--- src/rtl/mem_arbiter.sv ---
// mem_arbiter: two-port (fetch/data) arbiter in front of a single-ported memory.
// One transaction at a time: IDLE -> ISSUE -> WAIT (MEM_LAT cycles) -> ACK -> IDLE.
// All outputs are registered. Optional macro MEM_ARB_RR_EN: on a tie in IDLE the
// port not granted last time wins; otherwise data always beats fetch.
module mem_arbiter #(
    parameter int unsigned MEM_LAT = 1,  // read latency after the m_en cycle, 1..15
    parameter int unsigned AW      = 32
) (
    input  logic          clk,
    input  logic          rst,
    input  logic          i_req,
    input  logic [AW-1:0] i_addr,
    output logic [31:0]   i_rdata,
    output logic          i_ack,
    input  logic          d_req,
    input  logic          d_we,
    input  logic [AW-1:0] d_addr,
    input  logic [31:0]   d_wdata,
    output logic [31:0]   d_rdata,
    output logic          d_ack,
    output logic          m_en,
    output logic          m_we,
    output logic [AW-1:0] m_addr,
    output logic [31:0]   m_wdata,
    input  logic [31:0]   m_rdata,
    output logic          busy,
    output logic          grant
);

    typedef enum logic [1:0] {IDLE, ISSUE, WAIT, ACK} state_t;

    state_t     state;
    logic [3:0] cnt;
    logic       txn_we;   // latched we of the transaction in flight
    logic       pick_d;   // data port wins the arbitration this cycle
`ifdef MEM_ARB_RR_EN
    logic       last_grant;
`endif

    // Winner selection for a request seen in IDLE
    always_comb begin
`ifdef MEM_ARB_RR_EN
        pick_d = d_req && (!i_req || !last_grant);
`else
        pick_d = d_req;
`endif
    end

    // Transaction FSM with registered outputs; rst overrides everything
    always_ff @(posedge clk) begin
        if (rst) begin
            state   <= IDLE;
            cnt     <= 4'd0;
            txn_we  <= 1'b0;
            m_en    <= 1'b0;
            m_we    <= 1'b0;
            i_ack   <= 1'b0;
            d_ack   <= 1'b0;
            busy    <= 1'b0;
            grant   <= 1'b0;
            m_addr  <= '0;
            m_wdata <= '0;
            i_rdata <= '0;
            d_rdata <= '0;
`ifdef MEM_ARB_RR_EN
            last_grant <= 1'b0;
`endif
        end else begin
            case (state)
                IDLE: begin
                    if (i_req || d_req) begin
                        state   <= ISSUE;
                        busy    <= 1'b1;
                        m_en    <= 1'b1;
                        grant   <= pick_d;
                        txn_we  <= pick_d & d_we;
                        m_we    <= pick_d & d_we;
                        m_addr  <= pick_d ? d_addr : i_addr;
                        m_wdata <= pick_d ? d_wdata : 32'd0;
`ifdef MEM_ARB_RR_EN
                        last_grant <= pick_d;
`endif
                    end
                end
                ISSUE: begin
                    state <= WAIT;
                    m_en  <= 1'b0;
                    m_we  <= 1'b0;
                    cnt   <= 4'(MEM_LAT);
                end
                WAIT: begin
                    if (cnt == 4'd1) begin
                        // m_rdata is valid in this last WAIT cycle
                        state <= ACK;
                        cnt   <= 4'd0;
                        if (grant) begin
                            d_ack <= 1'b1;
                            if (!txn_we) d_rdata <= m_rdata;
                        end else begin
                            i_ack   <= 1'b1;
                            i_rdata <= m_rdata;
                        end
                    end else begin
                        cnt <= cnt - 4'd1;
                    end
                end
                ACK: begin
                    state <= IDLE;
                    busy  <= 1'b0;
                    i_ack <= 1'b0;
                    d_ack <= 1'b0;
                end
                default: state <= IDLE;
            endcase
        end
    end

endmodule

--- config.mk ---
export PLATFORM = sky130hd
export DESIGN_NAME = mem_arbiter
export DESIGN_NICKNAME = d
export VERILOG_FILES = /design/src/rtl/mem_arbiter.sv
export SDC_FILE = /design/constraint.sdc
export NUM_CORES = 1
export LEC_CHECK = 0
export ABC_AREA = 0
export CELL_PAD_IN_SITES_DETAIL_PLACEMENT = 0
export CELL_PAD_IN_SITES_GLOBAL_PLACEMENT = 2
export CORE_AREA = 10 10 165 167
export DETAILED_ROUTE_END_ITERATION = 16
export DIE_AREA = 0 0 175 177
export HOLD_SLACK_MARGIN = 0.08
export PLACE_DENSITY_LB_ADDON = 0.15
export SLEW_MARGIN = 30
export SYNTH_ARGS = -nofsm -noshare
export SYNTH_HDL_FRONTEND = slang
export SYNTH_SLANG_ARGS = --single-unit
export TNS_END_PERCENT = 20
--- constraint.sdc ---
create_clock -name clk -period 4.6 [get_ports clk]
set_input_delay 0.92 -clock clk [delete_from_list [all_inputs] [get_ports clk]]
set_output_delay 0.92 -clock clk [all_outputs]
set_load 0.02 [all_outputs]
==> results_dict.tcl <==
set metrics [dict create \
    drt_iter0_drc 310 \
    synth_nets 796 \
    antenna_found_initial 0 \
    grt_use_total 0.138 \
    grt_max_degree 75 \
    nFillCells 2465 \
    slowest_stage "clkdlybuf4s50_1" \
    final_antenna_net_count 0 \
    hold_violations 0 \
    cts-hold-fix-buffers 0 \
    cts_setup_buffers 0 \
    total_leakage_power_nw 3.15 \
    vias_per_cell 4.61 \
    cts_root_buf "clkbuf_16" \
    yosys_register_bits 141 \
    final.min_clock_period_ns 2.60 \
    drive_gt1_frac 0.0548 \
    hp-class "reg2reg" \
    end_kind "output pin" \
    worstHoldStart "m_wdata[16]" \
    cts_tree "done" \
    dieArea_sq_mm 0.0310 \
    p_sw_frac 0.370 \
    cp_data_required_time_ns 3.68 \
    whs_path_depth 2 \
    path_depth 1 \
    synth_area_sq_mm 0.00567 \
    worst_path_largest_cell_delay_ns 0.73 \
    clk-insertion-delay-late_ns 0.41 \
    n_antenna_cell 0 \
    start_util 0.237 \
    layout_common_cells "264 x clkdlybuf4s50_1, 141 x dfxtp_1, 102 x a21oi_1" \
    maxSlewViolCount 0 \
    critPathLaunch "grant" \
    place_inst 1188 \
    finalNonFillerCells 1218 \
    fp.dieH_um 177 \
    die_w_um 175 \
    crit_fanout 9 \
    totalWireLength_mm 21.9 \
    holdPathEnd "m_wdata[16]" \
    clkSlewWorstSetupHoldPaths_ns 0.06 \
    powerDensity_mw_per_mm2 527 \
    cts_resized 0 \
    io_pins 267 \
    io_buffers 266 \
    syn_area_per_cell_sq_um 8.64 \
    crit_chain "clkdlybuf4s50_1" \
    wl_per_cell_um 18.0 \
    routabilityCongestion 0.705 \
    pwr-share-comb 0.376 \
    grt_pass1_vias 6012 \
    rows 57 \
    p_sw_w 0.00177 \
    core_sq_mm 0.0240 \
    setup_viol 0 \
    final_nets 1023 \
    ys_types 35 \
    dr.pass1.iters 4 \
    p_clk_frac 0.301 \
    clock.fmax_mhz 385 \
    cts_inserted_buffers 17 \
    critPathArrivalTime_ns 1.68 \
    reg2reg_slack_ns 2.45 \
    yosysSeqAreaShare 0.498 \
    yosysTopAreaCell "dfxtp_1" \
    grt_pass1_wl_mm 34.1 \
    syn_to_final_growth_pct 60.8 \
    globalRouteOverflowTotal 0 \
    regToRegEndpoint "i_ack" \
    fin_setup_tns_ns 0 \
    path_delay_family "buffers and inverters" \
    r2r_cells 5 \
    synth_top_area_share 0.498 \
    vias 5621 \
    clockBufferDepth 2 \
    startpoint_type "flop" \
    worst_pin_slew_ns 0.874 \
    syn-instance-count 656 \
    synth_area_leaders "dfxtp_1 50%, a21oi_1 9.0%, nand3_1 8.6%, mux2i_1 5.8%, a211oi_1 5.0%" \
    rsz0062_at_grt "false" \
    timing.final.crit_share 0.564 \
    p_int_w 0.00303 \
    regArea_sq_mm 0.00282 \
    remaining_drc_errors 0 \
    yosys_warnings 0 \
    timing.rr.start "state[0]" \
    path_buf_inv 1 \
    ir_worst_vdd_mv 0.273 \
    skew_ns 0.0126 \
    multi_input_area_sq_mm 0.00252 \
    drv_cap 0 \
    critPathKind "reg2out" \
    cts.sinks 141 \
    final_common_cell "clkdlybuf4s50_1" \
    htree_levels 4 \
    p_seq_frac 0.323 \
    outcome "finished, final reports clean" \
    dp_hpwl_mm 15.5 \
    slew_headroom 0.416 \
]
## cells by family after synthesis
group / synth area share
xor gates and xnor gates: 0.00155
and+or+nand+nor: 0.157
adders and majority gates: 0.0154
AOI/OAI and AO/OA: 0.208
muxes: 0.0583
buffers and inverters: 0.0616
DFF: 0.498
## power groups by stage
stage	clock [W]	combinational (W)	sequential, W
5_1_grt	0.00155	0.00200	0.00158
3_5_place_dp	0	0.00183	0.00157
2_1_floorplan	0	0.000897	0.00178
3_3_place_gp	0	0.00181	0.00156
4_1_cts	0.00150	0.00184	0.00155
6_report	0.00145	0.00180	0.00155
## Yosys cell counts, drive strengths merged
master and number:
dfxtp 141, a21oi 102, nand3 97, o21ai 69, a211oi 38, clkbuf 37, nor2 36, nand2 35
mux2i 33, buf 30, ha 7, inv 7, nand2b 3, nor2b 3, nor3 2, nor3b 2
or3b 2, a21o 1, a221oi 1, a22oi 1, and3b 1, nand3b 1, nand4 1, nand4b 1
nor4b 1, o21a 1, or2 1, or3 1, xnor2 1
## routing by layer
metal	vias to the layer above	part of all wire	GRT usage
met5	-	0	0
met4	0	0.013	0.0413
met3	14	0.11	0.0766
met2	211	0.45	0.213
met1	2611	0.43	0.161
li1	2785	-	-
## stage by stage
stage	total power (W)	hold slack, ns	util	instance area (sq um)	worst slack (ns)
floorplan	0.00267	0.440	-	5670	2.69
global placement	0.00337	0.438	0.354	8490	1.77
detailed placement	0.00340	0.444	0.355	8500	1.95
CTS	0.00488	0.454	0.380	9110	1.95
global route	0.00513	0.477	0.380	9110	1.90
finish	0.00480	0.449	0.380	9110	2.00
## area by class of cell
type,instances,area share
Sequential cell,141,0.310
Timing Repair Buffer,275,0.299
Multi-Input combinational cell,441,0.277
Clock buffer,17,0.0467
Tap cell,324,0.0445
Clock inverter,13,0.0209
Inverter,7,0.00288
## how the worst max path moves through the flow
stage                      end
floorplan             state[1]
global placement    m_addr[11]
detailed placement  m_addr[19]
CTS                      grant
global route             grant
finish                   grant
## flip-flops by register name, summed over array words and instances (netlist names)
register  count
m_addr       32
busy          1
cnt           4
m_en          1
i_rdata      32
d_rdata      32
d_ack         1
i_ack         1
m_we          1
grant         1
state         2
m_wdata      32
txn_we        1
Power figures use the tool's default switching activity.
